===== config.mk =====
export PLATFORM = sky130hd
export DESIGN_NAME = mod_exp_ctrl
export DESIGN_NICKNAME = d
export VERILOG_FILES = /design/src/rtl/mod_exp_ctrl.sv
export SDC_FILE = /design/constraint.sdc
export NUM_CORES = 2
export LEC_CHECK = 0
export ABC_AREA = 1
export BUFFER_PORTS_ARGS = -buffer_cell sky130_fd_sc_hd__clkbuf_2
export CAP_MARGIN = 20
export CORE_AREA = 4 4 455 457
export DETAILED_ROUTE_END_ITERATION = 12
export DIE_AREA = 0 0 459 461
export GPL_TIMING_DRIVEN = 0
export PLACE_DENSITY = 0.57
export SLEW_MARGIN = 30
export SYNTH_ARGS = -nofsm -noshare
export SYNTH_HDL_FRONTEND = slang
export SYNTH_SLANG_ARGS = --single-unit

===== constraint.sdc =====
create_clock -name clk -period 100.3 [get_ports clk]
set_clock_uncertainty 0.1 [all_clocks]
set_input_delay 5.015 -clock clk [delete_from_list [all_inputs] [get_ports clk]]
set_output_delay 5.015 -clock clk [all_outputs]
set_load 0.02 [all_outputs]

===== src/rtl/mod_exp_ctrl.sv =====
// Left-to-right square-and-multiply controller for base^exp mod m over a Montgomery multiplier.
// Optional build macro MODEXP_LZ_SKIP_EN: walk past leading zero exponent bits without calls.
module mod_exp_ctrl #(
  parameter int           K    = 192,
  parameter int           LOGK = 8,
  parameter logic [K-1:0] R2   = 192'h0000000000000001_0000000000000002_0000000000000001
) (
  input  logic         clk,
  input  logic         reset,
  input  logic         start,
  input  logic [K-1:0] base,
  input  logic [K-1:0] exp,
  output logic [K-1:0] result,
  output logic         busy,
  output logic         done,
  output logic [K-1:0] mult_x,
  output logic [K-1:0] mult_y,
  output logic         mult_start,
  input  logic [K-1:0] mult_z,
  input  logic         mult_done
);
  typedef enum logic [2:0] {IDLE, PRE_B, PRE_A, SCAN, SQR, MUL, POST, FIN} state_t;
  typedef enum logic [1:0] {PH_SETUP, PH_LAUNCH, PH_WAIT} phase_t;

  localparam logic [K-1:0]    ONE     = K'(1);
  localparam logic [LOGK-1:0] IDX_TOP = LOGK'(K-1);
  localparam logic [LOGK-1:0] IDX_ONE = LOGK'(1);

  state_t          state, state_nxt;
  phase_t          phase, phase_nxt;
  logic [K-1:0]    b_reg, b_nxt, e_reg, e_nxt, bm, bm_nxt, acc, acc_nxt;
  logic [K-1:0]    result_nxt, x_nxt, y_nxt, op_x, op_y;
  logic [LOGK-1:0] idx, idx_nxt;
  logic            busy_nxt, done_nxt, ms_nxt;
  logic            in_call, call_done, idx_zero, e_bit;
`ifdef MODEXP_LZ_SKIP_EN
  logic            lead, lead_nxt;
`endif

  assign in_call  = (state == PRE_B) || (state == PRE_A) || (state == SQR) ||
                    (state == MUL) || (state == POST);
  assign idx_zero = (idx == '0);
  assign e_bit    = e_reg[idx];

  // Operand pair for the call owned by the current state; latched in the setup cycle.
  always_comb begin
    op_x = '0;
    op_y = '0;
    case (state)
      PRE_B:   begin op_x = b_reg; op_y = R2;  end
      PRE_A:   begin op_x = ONE;   op_y = R2;  end
      SQR:     begin op_x = acc;   op_y = acc; end
      MUL:     begin op_x = acc;   op_y = bm;  end
      POST:    begin op_x = acc;   op_y = ONE; end
      default: ;
    endcase
  end

  always_comb begin
    state_nxt  = state;
    phase_nxt  = phase;
    b_nxt      = b_reg;
    e_nxt      = e_reg;
    bm_nxt     = bm;
    acc_nxt    = acc;
    idx_nxt    = idx;
    result_nxt = result;
    busy_nxt   = busy;
    done_nxt   = 1'b0;
    x_nxt      = mult_x;
    y_nxt      = mult_y;
    ms_nxt     = mult_start;
    call_done  = 1'b0;
`ifdef MODEXP_LZ_SKIP_EN
    lead_nxt   = lead;
`endif

    // Call handshake: start is held until the multiplier drops done, then we wait for it to rise.
    if (in_call) begin
      case (phase)
        PH_SETUP: begin
          x_nxt     = op_x;
          y_nxt     = op_y;
          ms_nxt    = 1'b1;
          phase_nxt = PH_LAUNCH;
        end
        PH_LAUNCH: if (!mult_done) begin
          ms_nxt    = 1'b0;
          phase_nxt = PH_WAIT;
        end
        PH_WAIT: if (mult_done) begin
          call_done = 1'b1;
          phase_nxt = PH_SETUP;
        end
        default: phase_nxt = PH_SETUP;
      endcase
    end

    case (state)
      IDLE: if (start) begin
        b_nxt     = base;
        e_nxt     = exp;
        idx_nxt   = IDX_TOP;
        busy_nxt  = 1'b1;
        state_nxt = PRE_B;
`ifdef MODEXP_LZ_SKIP_EN
        lead_nxt  = 1'b1;
`endif
      end
      PRE_B: if (call_done) begin
        bm_nxt    = mult_z;
        state_nxt = PRE_A;
      end
      PRE_A: if (call_done) begin
        acc_nxt   = mult_z;
`ifdef MODEXP_LZ_SKIP_EN
        state_nxt = (e_reg == '0) ? POST : SCAN;
`else
        state_nxt = SCAN;
`endif
      end
      SCAN: begin
`ifdef MODEXP_LZ_SKIP_EN
        // A nonzero exponent guarantees the walk stops on its top one before idx reaches 0.
        if (lead && !e_bit) begin
          idx_nxt = idx - IDX_ONE;
        end else begin
          lead_nxt  = 1'b0;
          state_nxt = SQR;
        end
`else
        state_nxt = SQR;
`endif
      end
      SQR: if (call_done) begin
        acc_nxt = mult_z;
        if (e_bit) begin
          state_nxt = MUL;
        end else if (idx_zero) begin
          state_nxt = POST;
        end else begin
          idx_nxt   = idx - IDX_ONE;
          state_nxt = SCAN;
        end
      end
      MUL: if (call_done) begin
        acc_nxt = mult_z;
        if (idx_zero) begin
          state_nxt = POST;
        end else begin
          idx_nxt   = idx - IDX_ONE;
          state_nxt = SCAN;
        end
      end
      POST: if (call_done) begin
        result_nxt = mult_z;
        done_nxt   = 1'b1;
        state_nxt  = FIN;
      end
      FIN: begin
        busy_nxt  = 1'b0;
        state_nxt = IDLE;
      end
      default: state_nxt = IDLE;
    endcase
  end

  always_ff @(posedge clk or posedge reset) begin
    if (reset) begin
      state      <= IDLE;
      phase      <= PH_SETUP;
      b_reg      <= '0;
      e_reg      <= '0;
      bm         <= '0;
      acc        <= '0;
      idx        <= '0;
      result     <= '0;
      busy       <= 1'b0;
      done       <= 1'b0;
      mult_x     <= '0;
      mult_y     <= '0;
      mult_start <= 1'b0;
`ifdef MODEXP_LZ_SKIP_EN
      lead       <= 1'b0;
`endif
    end else begin
      state      <= state_nxt;
      phase      <= phase_nxt;
      b_reg      <= b_nxt;
      e_reg      <= e_nxt;
      bm         <= bm_nxt;
      acc        <= acc_nxt;
      idx        <= idx_nxt;
      result     <= result_nxt;
      busy       <= busy_nxt;
      done       <= done_nxt;
      mult_x     <= x_nxt;
      mult_y     <= y_nxt;
      mult_start <= ms_nxt;
`ifdef MODEXP_LZ_SKIP_EN
      lead       <= lead_nxt;
`endif
    end
  end
endmodule


==> reports/results.ini <==
[global_route]
grt.overflow.total = 0
grt_max_degree = 92
grt_pass1_wl_um = 387000
first_global_vias = 52200
grtUsageTotal_pct = 25.5
grt_antenna_before_repair = 85

[placed_design]
port_buffers = 1158
dp.cells = 10600
gp_congestion = 0.948
detailed_place_hpwl_um = 220000

[sta]
hold_viol = 0
tightest_slew_ps = 987
finalSetupTns_ps = 0
slew_headroom_pct = 34.2
drv_slew = 0
rsz0062_at_grt = false
finalCriticalPeriod_ps = 7300
post-route-period-util_pct = 7.28
setup-violations-final = 0
timing.fmax_mhz = 137

[clock_network]
path_clk_slew_ps = 60
cts_sinks = 1360
cts_buffer_depth = 3
cts-htree-levels = 4
post_cts_resized = 0
cts_buffers = 158
hold_buffers = 0
cts_tree = built
clock_latency_ps = 830
cts_setup_buffers = 0
clockRootBuffer = clkbuf_16

[worst_setup_path]
worstPathCellList = clkbuf_2 > inv_8 > buf_16 > buf_16 > buf_16 > buf_16 > buf_16 > buf_16
cp.required_ps = 101170
cp_num_buf_inv = 8
worst_path_largest_cell_delay_ps = 420
cp_common_cell = buf_16
arrival_ps = 8170
crit_fanout = 91
criticalPathCategory = in2async
slowest_stage = buf_16
end_kind = async pin
worstSetupStartpointType = primary input
cp_top_family = buffers and inverters

[cells_and_area]
post-route-util_pct = 35.5
fillCellCount = 21300
area_growth_pct = 27.4
drive_gt1_share_pct = 20.5
layoutNonFillerInstCount = 10900
num-nets-final = 8626

[detailed_routing]
drc = 0
first_pass_iters = 6
vias = 52900
wirelength_um = 278000
antenna_left = 0
viasPerCell = 4.85
drt_first_iter_violations = 4982
wl_per_cell_um = 25.5

[synth]
ys_seq_area_share_pct = 60.0
synth_fp_nets = 7277
synth_edf_count = 0
syn_avg_cell_area_um2 = 8.47
ys.warnings.count = 0
async_flop_share_pct = 100
synth_seq_cells = 1360
syn_inst = 6696
netlist_area_um2 = 56700
synth_cell_types = 26
synthFlopType = dfrtp_1

[power]
power_density_nw_per_um2 = 37.1
ir_drop_uv = 18.3
p_leak_nw = 38.1

[run]
drv_cap = 0

[floorplan]
num_io_pins = 1159
rows = 166
coreArea_um2 = 204000
start_util_pct = 27.9
dieArea_um2 = 212000
die_h_um = 461
die_w_um = 459

[worst_hold_path]
hp-class = reg2reg

[status]
status = finished, final reports clean

-- cell usage after synthesis (2+ instances only) --
cell type     n  share of area [%]
nor2_1      219                1.4
clkbuf_1    210                1.4
buf_4        16               0.21
o22ai_1     380                4.2
nand2_1    2385                 16
buf_1        11              0.073
buf_2       176                1.6
inv_1       852                5.6
nand3_1     143                1.3
nor3_1        5              0.044
o211ai_1      8               0.11
dfrtp_1    1360                 60
nor2_2        2              0.022
inv_2        10              0.066
o21ai_0     675                6.0
buf_6         3              0.060
a21oi_1     232                2.0
-- final cells by class --
| class | count | area (µm²) | area share (%) |
|---|---|---|---|
| diodes | 59 | 148 | 0.204 |
| clock buffers | 225 | 4540 | 6.28 |
| plain buffers | 416 | 1890 | 2.62 |
| inverters | 862 | 3240 | 4.49 |
| repair buffers | 1189 | 6620 | 9.16 |
| well taps | 2688 | 3360 | 4.65 |
| multi-input cells | 4058 | 17600 | 24.3 |
| flip-flops and latches | 1360 | 34000 | 47.1 |
| clock inverters | 62 | 842 | 1.17 |
-- worst register-to-register path: cells and delay by family (launching register included) --
| kind | cells | cell delay (ps) |
|---|---|---|
| buffers and inverters | 4 | 1270 |
| and+or+nand+nor | 4 | 810 |
| AOI/OAI and AO/OA | 1 | 690 |
| DFF | 1 | 450 |
-- metal layers --
metal  track usage, %  vias to the layer above  share of wire (%)
met1             33.2                    26200                 42
li1                 -                    23800                  -
met4             14.2                       20                5.7
met5                0                        -              0.042
met2             38.4                     2397                 44
met3             7.13                      484                8.7
-- metrics by stage --
| step | worst slack (ps) | instance area [µm²] | total power, W | hold WS (ps) |
|---|---|---|---|---|
| after floorplan | 56840 | 56700 | 0.00155 | 337 |
| after global placement | 40850 | 65900 | 0.00206 | 352 |
| after detailed placement | 92130 | 66700 | 0.00207 | 358 |
| after CTS | 93040 | 72100 | 0.00269 | 370 |
| after global routing | 92630 | 72200 | 0.00283 | 384 |
| final | 93000 | 72300 | 0.00268 | 370 |
-- layout by cell type (no fill, tap or decap), types with 4 or more instances in the layout --
cell type	count
buf_16	27
o21ai_0	675
inv_1	851
clkbuf_16	160
o22ai_1	380
clkbuf_1	225
clkinv_2	31
bufinv_16	15
o211ai_1	8
inv_2	10
buf_2	176
clkbuf_8	29
nand3_1	143
buf_1	11
buf_12	4
nor3_1	5
dfrtp_1	1360
clkbuf_2	1178
nor2_1	218
nand2_1	2385
buf_4	16
inv_6	5
diode_2	59
a21oi_1	232
-- cells by family after synthesis --
kind of cell / Yosys count / share of synthesized area (%)
buffers and inverters: 1278 / 8.99
AND/OR/NAND/NOR: 2757 / 18.6
adder cells (fa/ha/maj): 1 / 0.0221
flip-flops: 1360 / 60.0
AO/OA/AOI/OAI: 1300 / 12.4
-- power by group --
part	switching (W)	internal, W
Clock	0.000252	0.000355
Sequential	0.000146	0.000810
Combinational	0.000807	0.000309
-- path summary, 6_finish.rpt --
check | depth (start not counted) | slack (ps) | endpoint | from
max | 8 | 93000 | result[92] | reset
min | 2 | 370 | e_reg[11] | e_reg[11]
max reg2reg | 9 | 96930 | mult_y[128] | state[1]
min reg2reg | 2 | 370 | e_reg[11] | e_reg[11]
max in group clk | 8 | 93100 | bm[137] | mult_done
min in group asynchronous | 2 | 4110 | mult_x[168] | reset
(Power assumes the default switching activity.)
